File: config.mk
export PLATFORM = sky130hd
export DESIGN_NAME = univ_reg
export DESIGN_NICKNAME = d
export VERILOG_FILES = /design/src/rtl/univ_reg_pkg.sv /design/src/rtl/univ_reg_alu.sv /design/src/rtl/univ_reg.sv
export SDC_FILE = /design/constraint.sdc
export NUM_CORES = 1
export LEC_CHECK = 0
export BUFFER_PORTS_ARGS = -buffer_cell sky130_fd_sc_hd__buf_2
export CORE_MARGIN = 1.5
export CORE_UTILIZATION = 38
export CTS_BUF_LIST = sky130_fd_sc_hd__clkbuf_4
export DETAILED_ROUTE_END_ITERATION = 16
export PLACE_DENSITY = 0.57
export SLEW_MARGIN = 15
export SYNTH_ARGS = -nofsm -noshare
export SYNTH_HDL_FRONTEND = slang
export SYNTH_SLANG_ARGS = --single-unit
File: constraint.sdc
create_clock -name clk -period 1.9 [get_ports clk]
set_clock_uncertainty 0.2 [all_clocks]
set_input_delay 0.38 -clock clk [delete_from_list [all_inputs] [get_ports clk]]
set_output_delay 0.38 -clock clk [all_outputs]
set_load 0.005 [all_outputs]
File: src/rtl/univ_reg_pkg.sv
// Shared definitions for the universal shift/count register: operation codes
// and controller state encoding.
package univ_reg_pkg;

  localparam int unsigned MODE_W = 3;

  typedef enum logic [MODE_W-1:0] {
    MODE_HOLD = 3'b000,
    MODE_SHL  = 3'b001,
    MODE_SHR  = 3'b010,
    MODE_ROTL = 3'b011,
    MODE_ROTR = 3'b100,
    MODE_INC  = 3'b101,
    MODE_DEC  = 3'b110,
    MODE_ASR  = 3'b111
  } mode_e;

  typedef enum logic [1:0] {
    ST_IDLE = 2'd0,
    ST_RUN  = 2'd1,
    ST_FIN  = 2'd2
  } state_e;

endpackage

File: src/rtl/univ_reg_alu.sv
// One-step combinational datapath: applies a single operation to the register
// value and produces the next value plus the shifted-out / carry bit.
module univ_reg_alu
  import univ_reg_pkg::*;
#(
  parameter int unsigned WIDTH = 8
) (
  input  mode_e             op,
  input  logic [WIDTH-1:0]  q,
  input  logic              cout,
  input  logic              sin_l,
  input  logic              sin_r,
  output logic [WIDTH-1:0]  q_nxt_c,
  output logic              cout_nxt_c
);

  always_comb begin
    q_nxt_c    = q;
    cout_nxt_c = cout;
    case (op)
      MODE_HOLD: begin
        q_nxt_c    = q;
        cout_nxt_c = cout;
      end
      MODE_SHL: begin
        q_nxt_c    = {q[WIDTH-2:0], sin_r};
        cout_nxt_c = q[WIDTH-1];
      end
      MODE_SHR: begin
        q_nxt_c    = {sin_l, q[WIDTH-1:1]};
        cout_nxt_c = q[0];
      end
      MODE_ROTL: begin
        q_nxt_c    = {q[WIDTH-2:0], q[WIDTH-1]};
        cout_nxt_c = q[WIDTH-1];
      end
      MODE_ROTR: begin
        q_nxt_c    = {q[0], q[WIDTH-1:1]};
        cout_nxt_c = q[0];
      end
      MODE_INC: begin
        {cout_nxt_c, q_nxt_c} = (WIDTH+1)'(q) + (WIDTH+1)'(1);
      end
      // Borrow occurs only when decrementing zero.
      MODE_DEC: begin
        q_nxt_c    = q - WIDTH'(1);
        cout_nxt_c = (q == '0);
      end
      MODE_ASR: begin
        q_nxt_c    = {q[WIDTH-1], q[WIDTH-1:1]};
        cout_nxt_c = q[0];
      end
    endcase
  end

endmodule

File: src/rtl/univ_reg.sv
// Universal register: parallel load, and multi-step shift/rotate/count
// operations sequenced by an IDLE/RUN/FIN controller.
module univ_reg
  import univ_reg_pkg::*;
#(
  parameter int unsigned WIDTH = 8,
  parameter int unsigned CNT_W = 3
) (
  input  logic              clk,
  input  logic              rst_n,
  input  logic              load,
  input  logic [WIDTH-1:0]  d,
  input  logic              start,
  input  logic [MODE_W-1:0] mode,
  input  logic [CNT_W-1:0]  amt,
  input  logic              sin_l,
  input  logic              sin_r,
  output logic [WIDTH-1:0]  q,
  output logic              cout,
  output logic              busy,
  output logic              done
);

  state_e             state_q, state_d;
  mode_e              mode_q;
  logic [CNT_W-1:0]   cnt_q;
  logic               do_load_c, do_start_c, do_step_c;
  logic [WIDTH-1:0]   alu_q_c;
  logic               alu_cout_c;

  univ_reg_alu #(.WIDTH(WIDTH)) u_alu (
    .op         (mode_q),
    .q          (q),
    .cout       (cout),
    .sin_l      (sin_l),
    .sin_r      (sin_r),
    .q_nxt_c    (alu_q_c),
    .cout_nxt_c (alu_cout_c)
  );

  always_ff @(posedge clk or negedge rst_n) begin
    if (!rst_n) state_q <= ST_IDLE;
    else        state_q <= state_d;
  end

  // LOAD outranks START; requests outside IDLE are simply not seen.
  always_comb begin
    state_d    = state_q;
    do_load_c  = 1'b0;
    do_start_c = 1'b0;
    do_step_c  = 1'b0;
    case (state_q)
      ST_IDLE: begin
        if (load) begin
          do_load_c = 1'b1;
        end else if (start) begin
          do_start_c = 1'b1;
          state_d    = (amt != '0) ? ST_RUN : ST_FIN;
        end
      end
      ST_RUN: begin
        do_step_c = 1'b1;
        if (cnt_q == CNT_W'(1)) state_d = ST_FIN;
      end
      ST_FIN:  state_d = ST_IDLE;
      default: state_d = ST_IDLE;
    endcase
  end

  always_ff @(posedge clk or negedge rst_n) begin
    if (!rst_n) begin
      q      <= '0;
      cout   <= 1'b0;
      mode_q <= MODE_HOLD;
      cnt_q  <= '0;
    end else if (do_load_c) begin
      q    <= d;
      cout <= 1'b0;
    end else if (do_start_c) begin
      mode_q <= mode_e'(mode);
      cnt_q  <= amt;
    end else if (do_step_c) begin
      q     <= alu_q_c;
      cout  <= alu_cout_c;
      cnt_q <= cnt_q - CNT_W'(1);
    end
  end

  assign busy = (state_q != ST_IDLE);
  assign done = (state_q == ST_FIN);

endmodule

==> reports/results.txt <==
Status -> finished clean
Top cells by area, synth -> dfrtp_1, o21ai_0, clkbuf_8
Top cell types by occurrence after synthesis -> dfrtp_1, nand2_1, nor2_1, o21ai_0, a21oi_1
Worst EP arrival -> 1890 ps
Cells along the critical path -> or4_4 -> nor4_4 -> xor2_1 -> a32oi_1 -> a21bo_1
Die H -> 67.8 um
Crit path buffers/inverters -> 0
Die area -> 4600 um2
Gate power share -> 72.9%
Starting Density -> 39.6%
Clock latency on the worst-skew pair -> 310 ps
Detailed placement HPWL -> 3350 um
Int Pwr -> 1890 uW
Wire per inst -> 15.3 um
Uppermost layer routed -> met4
Share of layout cells above drive strength 1 -> 33.1%
Peak VDD IR -> 746 uV
Inserted Clock Buffers -> 3
Overall Power -> 3680 uW
Most common cell in the netlist -> dfrtp_1
Routed wl met2 -> 2170 um
Cells after Synth -> 195
Psw -> 1780 uW
Crit-path max FO -> 2
Max-slew violations -> 0
1st-pass router iterations -> 4
Clock root buffer -> clkbuf_4
Routed WL -> 4420 um
Max Fclk -> 0.531 GHz
Antenna cells -> 0
ANT nets after route -> 0
Yosys cell types -> 47
Yosys reg bits -> 17
Met3 WL post-DR -> 387 um
Fin nets -> 265
Sw Ratio -> 48.5%
Io pins -> 31
Vias per Instance -> 5.54
Area leader, netlist -> dfrtp_1
Clock group share of total power -> 6.0%
Chip Width -> 67.8 um
Core Area -> 4030 um2
Post-synth EDFFs -> 0
Asr flop ratio synth -> 100%
Critical path class -> flip-flop to flip-flop
Fin crit share -> 99.2%
Remaining DRCs -> 0
Clock Sink Count -> 17
GP Congestion -> 0.927
Sequential area share after synthesis -> 26.7%
Hold crit path type -> primary input to flip-flop
Pleak -> 0.000867 uW
Max-slew headroom -> 71.2%
Setup Viol. Count Final -> 0
TritonCTS clock tree -> done
Final Hold Fails -> 0
CTS H-tree lvls -> 1
Max Cap Viol -> 0
Clock buffer depth -> 2
Grt ovf -> 0
Largest net degree at the start of global routing -> 18
RSZ-0062 raised after global routing -> yes
Highest-delay cell along the critical path -> or4_4
Area delta synth->final -> 23.5%
Top_reg_cell synth -> dfrtp_1
Min Tclk post-route -> 1880 ps
Crit path largest cell delay -> 550 ps
Total global routing track utilization -> 20.7%
Setup Buffers After CTS -> 0
Fin util -> 48.9%
Register Area -> 429 um2
Initial antenna violation count -> 0
Worst hold slack -> 61.8 ps
Avg Inst Size Synth -> 8.18 um2
Iter 0 DRT Violations -> 121
Critical path startpoint category -> flip-flop
Synth warn -> 0
Post-synth top area share -> 26.7%
I/O Buffers -> 30
Required time worst endpoint -> 1910 ps
First-pass GRT wire length -> 7090 um
Via Count -> 1600
CP top delay family -> simple AND/OR/NAND/NOR gates
Worst setup EP type -> flip-flop
Multi-input logic area -> 1030 um2
Syn Nets -> 220
Clk pin slew, worst setup/hold paths -> 130 ps
Worst slew pin tran -> 420 ps
Vias in the first global route -> 1488
Cell Rows -> 23
Metal-1 WL -> 1850 um
Mapped Area -> 1600 um2
Final-layout fill cell count -> 415
Pwr Density -> 1870 nW/um2
Sequential share of power -> 21.0%
==> cell families (layout without fill, tap and decap cells) <==
| kind of cell | Yosys count | after routing | share of synthesized area, % |
|---|---|---|---|
| flip-flops | 17 | 17 | 26.7 |
| XOR/XNOR | 11 | 11 | 6.04 |
| AND/OR/NAND/NOR | 69 | 69 | 23.3 |
| multiplexers | 4 | 4 | 2.67 |
| AO/OA/AOI/OAI | 63 | 63 | 26.0 |
| adder cells (fa/ha/maj) | 5 | 5 | 3.92 |
| buffers and inverters | 26 | 70 | 11.4 |
==> worst register-to-register path, cell delays in order (launching register included) <==
cell and delay (ps):
dfrtp_1 390, or4_4 550, nor4_4 150, xor2_1 100, a32oi_1 180, a21bo_1 220
==> placed cells by master (no fill, tap or decap), drive strengths merged, types with 5 or more instances in the layout <==
master,Yosys,routed
a21oi,13,13
buf,7,56
dfrtp,17,17
ha,5,5
inv,9,9
nand2,16,16
nand3,7,7
nor2,16,16
nor2b,5,5
o21ai,16,16
o22ai,5,5
xnor2,6,6
xor2,5,5
==> path summary, 6_finish.rpt <==
kind | startpoint | end | slack, ps | depth (start not counted)
max in group asynchronous | rst_n | mode_q[1] | 860 | 2
max reg2reg | q[4] | q[7] | 20 | 5
min in group asynchronous | rst_n | mode_q[2] | 320 | 2
min | mode[0] | mode_q[0] | 60 | 3
max | q[4] | q[7] | 20 | 5
min reg2reg | cout | cout | 330 | 2
==> per-stage QoR <==
| step | instances | cell area [um2] | TNS [ps] | worst slack [ps] |
|---|---|---|---|---|
| after floorplan | 195 | 1620 | -119 | -66.9 |
| after global placement | 284 | 1900 | 0 | 44.4 |
| after detailed placement | 284 | 1900 | 0 | 9.88 |
| after CTS | 289 | 1940 | 0 | 7.37 |
| after global routing | 289 | 1970 | -106 | -66.9 |
| final | 289 | 1970 | 0 | 15.8 |
==> power groups by stage <==
stage | registers, uW | clock network [uW] | logic, uW
floorplan | 700 | 0 | 1860
global placement | 774 | 0 | 2610
detailed placement | 772 | 0 | 2600
CTS | 764 | 232 | 2620
global route | 812 | 243 | 2950
finish | 772 | 222 | 2680
==> state kept, by name, indices dropped and copies added (netlist names) <==
signal / flops
q: 8
cnt_q: 3
mode_q: 3
state_q: 2
cout: 1
==> routing by layer <==
layer | GRT usage (%) | vias to the layer above
met4 | 4.00 | 0
met2 | 36.3 | 70
li1 | - | 797
met5 | 0 | -
met1 | 26.8 | 731
met3 | 3.33 | 2
==> repair_timing <==
action                                 4_1_cts  5_1_grt
hold buffers                                 1        0
resized for setup                            0       11
setup endpoints to repair                    2        9
pin swaps                                    2        0
endpoints found under the hold margin       17        0
==> layout make-up <==
cell class | count | share of cell area (%)
clock buffer | 3 | 1.14
clock inverter | 1 | 0.381
inverter | 9 | 1.72
multi-input combinational | 152 | 52.5
sequential | 17 | 21.8
tap | 50 | 3.18
timing repair buffer | 57 | 19.3
(Power assumes the default switching activity.)
